File: src/rtl/imem_dmem_arb_pkg.sv
// imem_dmem_arb_pkg
//   Shared types and constants for the IF/LSU memory-port arbiter.
//   state_e           : transaction phase of the arbiter
//   owner_e           : which requester owns the current transaction
//   ADDR_MASK_DEFAULT : address window of the memory model
package imem_dmem_arb_pkg;

  typedef enum logic [1:0] {
    IDLE = 2'd0,
    REQ  = 2'd1,
    WAIT = 2'd2,
    RESP = 2'd3
  } state_e;

  typedef enum logic {
    OWN_IF  = 1'b0,
    OWN_LSU = 1'b1
  } owner_e;

  localparam logic [63:0] ADDR_MASK_DEFAULT = 64'h0000_0000_7fff_ffff;

endpackage

File: src/rtl/arb_pick.sv
// arb_pick
//   Combinational winner select between the IF and LSU requesters.
//   Build option: ARB_RR_EN
//     defined   -> on a simultaneous request the side not granted last wins
//     undefined -> fixed priority, LSU always wins; last_grant_i is ignored
//   Ports:
//     if_valid_i   : IF request pending
//     lsu_valid_i  : LSU request pending
//     last_grant_i : owner of the previously accepted request
//     grant_o      : winner (OWN_IF when nobody requests)
module arb_pick
  import imem_dmem_arb_pkg::*;
(
  input  logic   if_valid_i,
  input  logic   lsu_valid_i,
  input  owner_e last_grant_i,
  output owner_e grant_o
);

`ifdef ARB_RR_EN
  always_comb begin
    grant_o = OWN_IF;
    if (if_valid_i && lsu_valid_i) begin
      grant_o = (last_grant_i == OWN_LSU) ? OWN_IF : OWN_LSU;
    end else if (lsu_valid_i) begin
      grant_o = OWN_LSU;
    end
  end
`else
  // Fixed priority only needs the LSU valid; the other inputs are kept so
  // both builds share one port list.
  logic unused_inputs;
  assign unused_inputs = if_valid_i ^ last_grant_i;

  always_comb begin
    grant_o = lsu_valid_i ? OWN_LSU : OWN_IF;
  end
`endif

endmodule

File: src/rtl/imem_dmem_arbiter.sv
// imem_dmem_arbiter
//   Shares the unified memory port between instruction fetch (IF) and the
//   load/store unit (LSU). One transaction is outstanding at a time:
//   IDLE (accept) -> REQ (present to memory) -> WAIT (await data) -> RESP
//   (one-cycle response pulse to the owner) -> IDLE.
//   Build option: ARB_RR_EN selects round-robin instead of fixed LSU priority.
//   Ports:
//     clock, reset_n                 : clock (rising edge), async active-low reset
//     if_req_*  / if_resp_*          : IF fetch request / 32-bit instruction response
//     lsu_req_* / lsu_resp_*         : LSU load/store request / load data or store ack
//     mem_req_*, mem_addr/wen/wdata/wmask : request towards memory (address masked)
//     mem_resp_valid, mem_resp_rdata : memory response strobe and data
module imem_dmem_arbiter
  import imem_dmem_arb_pkg::*;
#(
  parameter int unsigned       ADDR_W    = 64,
  parameter int unsigned       DATA_W    = 64,
  parameter logic [ADDR_W-1:0] ADDR_MASK = ADDR_MASK_DEFAULT[ADDR_W-1:0]
) (
  input  logic                clock,
  input  logic                reset_n,
  input  logic                if_req_valid,
  output logic                if_req_ready,
  input  logic [ADDR_W-1:0]   if_req_addr,
  output logic                if_resp_valid,
  output logic [31:0]         if_resp_inst,
  input  logic                lsu_req_valid,
  output logic                lsu_req_ready,
  input  logic [ADDR_W-1:0]   lsu_req_addr,
  input  logic                lsu_req_wen,
  input  logic [DATA_W-1:0]   lsu_req_wdata,
  input  logic [DATA_W/8-1:0] lsu_req_wmask,
  output logic                lsu_resp_valid,
  output logic [DATA_W-1:0]   lsu_resp_rdata,
  output logic                mem_req_valid,
  input  logic                mem_req_ready,
  output logic [ADDR_W-1:0]   mem_addr,
  output logic                mem_wen,
  output logic [DATA_W-1:0]   mem_wdata,
  output logic [DATA_W/8-1:0] mem_wmask,
  input  logic                mem_resp_valid,
  input  logic [DATA_W-1:0]   mem_resp_rdata
);

  state_e                state_q, state_d;
  owner_e                owner_q;
  owner_e                grant;
  owner_e                last_grant;
  logic                  accept;
  logic                  capture;
  logic [ADDR_W-1:0]     addr_q;
  logic                  wen_q;
  logic [DATA_W-1:0]     wdata_q;
  logic [DATA_W/8-1:0]   wmask_q;
  logic [31:0]           inst_q;
  logic [DATA_W-1:0]     lsu_rdata_q;

  arb_pick u_pick (
    .if_valid_i   (if_req_valid),
    .lsu_valid_i  (lsu_req_valid),
    .last_grant_i (last_grant),
    .grant_o      (grant)
  );

`ifdef ARB_RR_EN
  // Resets to LSU so that IF wins the first simultaneous request.
  owner_e last_grant_q;
  always_ff @(posedge clock or negedge reset_n) begin
    if (!reset_n) begin
      last_grant_q <= OWN_LSU;
    end else if (accept) begin
      last_grant_q <= grant;
    end
  end
  assign last_grant = last_grant_q;
`else
  assign last_grant = OWN_LSU;
`endif

  assign accept = (state_q == IDLE) && (if_req_valid || lsu_req_valid);

  // Data is taken either together with the request acceptance in REQ or later
  // in WAIT; any other response strobe is not ours and is dropped.
  assign capture = ((state_q == REQ) && mem_req_ready && mem_resp_valid) ||
                   ((state_q == WAIT) && mem_resp_valid);

  always_ff @(posedge clock or negedge reset_n) begin
    if (!reset_n) begin
      state_q <= IDLE;
    end else begin
      state_q <= state_d;
    end
  end

  always_comb begin
    state_d = state_q;
    case (state_q)
      IDLE:    if (accept) state_d = REQ;
      REQ:     if (mem_req_ready) state_d = mem_resp_valid ? RESP : WAIT;
      WAIT:    if (mem_resp_valid) state_d = RESP;
      RESP:    state_d = IDLE;
      default: state_d = IDLE;
    endcase
  end

  // Ready is gated by reset_n so nothing is granted while reset is held.
  always_comb begin
    if_req_ready   = 1'b0;
    lsu_req_ready  = 1'b0;
    mem_req_valid  = 1'b0;
    if_resp_valid  = 1'b0;
    lsu_resp_valid = 1'b0;
    case (state_q)
      IDLE: begin
        if_req_ready  = reset_n && if_req_valid && (grant == OWN_IF);
        lsu_req_ready = reset_n && lsu_req_valid && (grant == OWN_LSU);
      end
      REQ:  mem_req_valid = 1'b1;
      RESP: begin
        if (owner_q == OWN_LSU) lsu_resp_valid = 1'b1;
        else                    if_resp_valid  = 1'b1;
      end
      default: ;
    endcase
  end

  // Request fields stay frozen from acceptance until the next acceptance;
  // response data registers are per requester so each holds until that
  // requester's next response.
  always_ff @(posedge clock or negedge reset_n) begin
    if (!reset_n) begin
      owner_q     <= OWN_IF;
      addr_q      <= '0;
      wen_q       <= 1'b0;
      wdata_q     <= '0;
      wmask_q     <= '0;
      inst_q      <= '0;
      lsu_rdata_q <= '0;
    end else begin
      if (accept) begin
        owner_q <= grant;
        if (grant == OWN_LSU) begin
          addr_q  <= lsu_req_addr & ADDR_MASK;
          wen_q   <= lsu_req_wen;
          wdata_q <= lsu_req_wdata;
          wmask_q <= lsu_req_wmask;
        end else begin
          addr_q  <= if_req_addr & ADDR_MASK;
          wen_q   <= 1'b0;
          wdata_q <= '0;
          wmask_q <= '0;
        end
      end
      if (capture) begin
        if (owner_q == OWN_IF) begin
          inst_q <= addr_q[2] ? mem_resp_rdata[63:32] : mem_resp_rdata[31:0];
        end else begin
          lsu_rdata_q <= wen_q ? '0 : mem_resp_rdata;
        end
      end
    end
  end

  assign mem_addr       = addr_q;
  assign mem_wen        = wen_q;
  assign mem_wdata      = wdata_q;
  assign mem_wmask      = wmask_q;
  assign if_resp_inst   = inst_q;
  assign lsu_resp_rdata = lsu_rdata_q;

endmodule

File: config.mk
export PLATFORM = sky130hd
export DESIGN_NAME = imem_dmem_arbiter
export DESIGN_NICKNAME = d
export VERILOG_FILES = /design/src/rtl/imem_dmem_arb_pkg.sv /design/src/rtl/arb_pick.sv /design/src/rtl/imem_dmem_arbiter.sv
export SDC_FILE = /design/constraint.sdc
export NUM_CORES = 1
export LEC_CHECK = 0
export ABC_CLOCK_PERIOD_IN_PS = 2100
export BUFFER_PORTS_ARGS = -buffer_cell sky130_fd_sc_hd__buf_2
export CAP_MARGIN = 25
export CORE_AREA = 4 4 194 196
export CTS_CLUSTER_DIAMETER = 30
export DETAILED_ROUTE_END_ITERATION = 8
export DIE_AREA = 0 0 198 200
export PLACE_DENSITY_LB_ADDON = 0.05
export SLEW_MARGIN = 20
export SYNTH_ARGS = -nofsm -noshare
export SYNTH_HDL_FRONTEND = slang
export SYNTH_HIERARCHICAL = 1
export SYNTH_SLANG_ARGS = --single-unit
File: constraint.sdc
create_clock -name clock -period 2.1 [get_ports clock]
set_input_delay 0.105 -clock clock [delete_from_list [all_inputs] [get_ports clock]]
set_output_delay 0.105 -clock clock [all_outputs]
set_load 0.005 [all_outputs]
==> out/metrics.cfg <==
[route]
vias = 8064
wire_per_inst_um = 16.51
drc_errors = 0
antenna_left = 0
firstDrtPassIters = 5
totalWireLength_mm = 32.73
drt_iter0_markers = 209
vias_per_cell = 4.067

[sta]
slew_viol_final = 0
fin_hold_ws_ns = 0.07445
hold_viol = 0
tns_ns = 0
fmax_ghz = 0.5047
slew_headroom_pct = 49.30
fin_crit_ns = 1.981
worst_slew_pin_slew_ns = 0.7577
clock-skew-final_ns = 0.02062
final-setup-viol-count = 0
grt_setup_unrepaired = false
period_share_pct = 94.35

[min_path]
holdPathEnd = state_q[0]
min_from = if_req_valid
min-delay-path-class = in -> reg
hold_depth = 4

[floorplanning]
die_area_sq_mm = 0.03960
core_sq_mm = 0.03608
start_util_pct = 26.47
die_h_um = 200
boundaryPins = 509
die_w_um = 198
std_cell_rows = 70

[worst_setup_path]
path_class = reg -> reg
crit_path_end_kind = flop
crit_required_ns = 2.55
start_kind = flop
reg2reg_from = state_q[1]
crit_path_start = state_q[1]
timing.critical_path.fanout_max = 24
ff2ff_path_depth = 6
crit_slowest_cell = dfrtp_1
r2r_slack_ns = 0.12
path_cells = inv_1 > ha_1 > a21oi_2 > nand3b_4 > buf_12 > mux2_4
worst_path_largest_cell_delay_ns = 0.40
cp.arrival_ns = 2.43
r2r-end = lsu_resp_rdata[30]

[cts]
hold_buffers = 208
cts-htree-levels = 2
max-clock-path-buffers = 3
cts_tree = done
cts_sinks = 203
cts-root-buf = clkbuf_16
cts_resized = 0
clk_pin_slew_ns = 0.04
cts_buffers = 61
cts_setup_buffers = 0
clk_latency_ns = 0.58

[layout]
post-route-util_pct = 44.71
regArea_sq_mm = 0.005082
area_growth_pct = 68.92
stdcell_count = 1983
fill_cells = 3496
multi_input_area_sq_mm = 0.003938
drive_gt1_share_pct = 43.89
fin_nets = 1740

[pwr]
ir_worst_vdd_mv = 0.8465
p_per_area_mw_per_mm2 = 1471
power_leakage_nw = 8.254

[place]
place.port_buffers = 409
gp_congestion = 0.7559
dp.cells = 1661
dp_hpwl_mm = 23.29

[global_routing]
grt_util_all_layers_pct = 16.07
globalRouteOverflowTotal = 0
grt_antenna_before_repair = 4
grt_max_degree = 81
grt_first_pass_wirelength_mm = 50.05
grt_pass1_vias = 8771

[logic_synthesis]
synth_area_sq_mm = 0.009552
synth_cells = 823
syn_area_per_cell_sq_um = 11.61
ys_warn_count = 6

[run_status]
status = finished, final reports clean

[run]
max_cap_violations = 0

## how the worst max path moves through the flow
| stage | end | slack [ns] | depth (start not counted) |
|---|---|---|---|
| global route | lsu_resp_rdata[57] | 0.03 | 6 |
| global placement | lsu_resp_rdata[62] | 0.16 | 6 |
| CTS | lsu_resp_rdata[57] | 0.12 | 6 |
| finish | lsu_resp_rdata[30] | 0.12 | 6 |
| detailed placement | lsu_resp_rdata[57] | 0.14 | 6 |
| floorplan | lsu_resp_rdata[10] | 0.36 | 7 |
## stage by stage
stage | setup slack, ns | area (sq um) | total power [mW]
floorplan | 0.3573 | 9672 | 11.03
global placement | 0.1568 | 11970 | 14.51
detailed placement | 0.1412 | 11970 | 14.55
CTS | 0.1191 | 16130 | 24.22
global route | 0.02648 | 16130 | 25.38
finish | 0.1187 | 16130 | 23.73
## metal layers
layer  up-vias  wire (um)  GRT usage (%)
met5         -         13              0
met4         2        812          5.381
met3        49       3014          6.781
met2       323      15230          25.85
met1      3702      13660          19.61
li1       3988          -              -
## final cells by class
class / instances / share of cell area (%)
flip-flops and latches: 203 / 31.50
repair buffers: 636 / 27.55
multi-input cells: 560 / 24.40
clock buffers: 82 / 10.57
well taps: 468 / 3.629
clock inverters: 30 / 2.272
inverters: 2 / 0.04653
diodes: 2 / 0.03102
## worst max-delay path: cells and delay by family, from the launching register on
family	cells	cell delay (ns)
compound gates	1	0.21
fa+ha+maj	1	0.24
buf+inv	2	0.35
flops	1	0.40
mux	1	0.32
simple gates	1	0.29
## power breakdown
group          switching [mW]  leakage [nW]  internal, mW
Clock                    2.63          1.01          6.45
Sequential               1.11          2.55          5.88
Combinational            3.52          4.70          4.15
Total                    7.25          8.25          16.5
## sequential cells by signal, summed over array words and instances (netlist names)
name / count
if_resp_inst: 32
lsu_resp_rdata: 64
mem_addr: 31
mem_wdata: 64
mem_wen: 1
mem_wmask: 8
owner_q: 1
state_q: 2
## layout by cell type (no fill, tap or decap), types with 15 or more instances in the layout
cell and instances:
and2b_1 15, conb_1 33, clkbuf_16 61, o21ai_0 104, buf_2 407, nand2_1 177, mux2i_1 31, dfrtp_1 201
dlygate4sd3_1 207, mux2_2 68, mux2_4 60, nor2b_1 52
No activity file was read; power rests on OpenSTA's default activity.
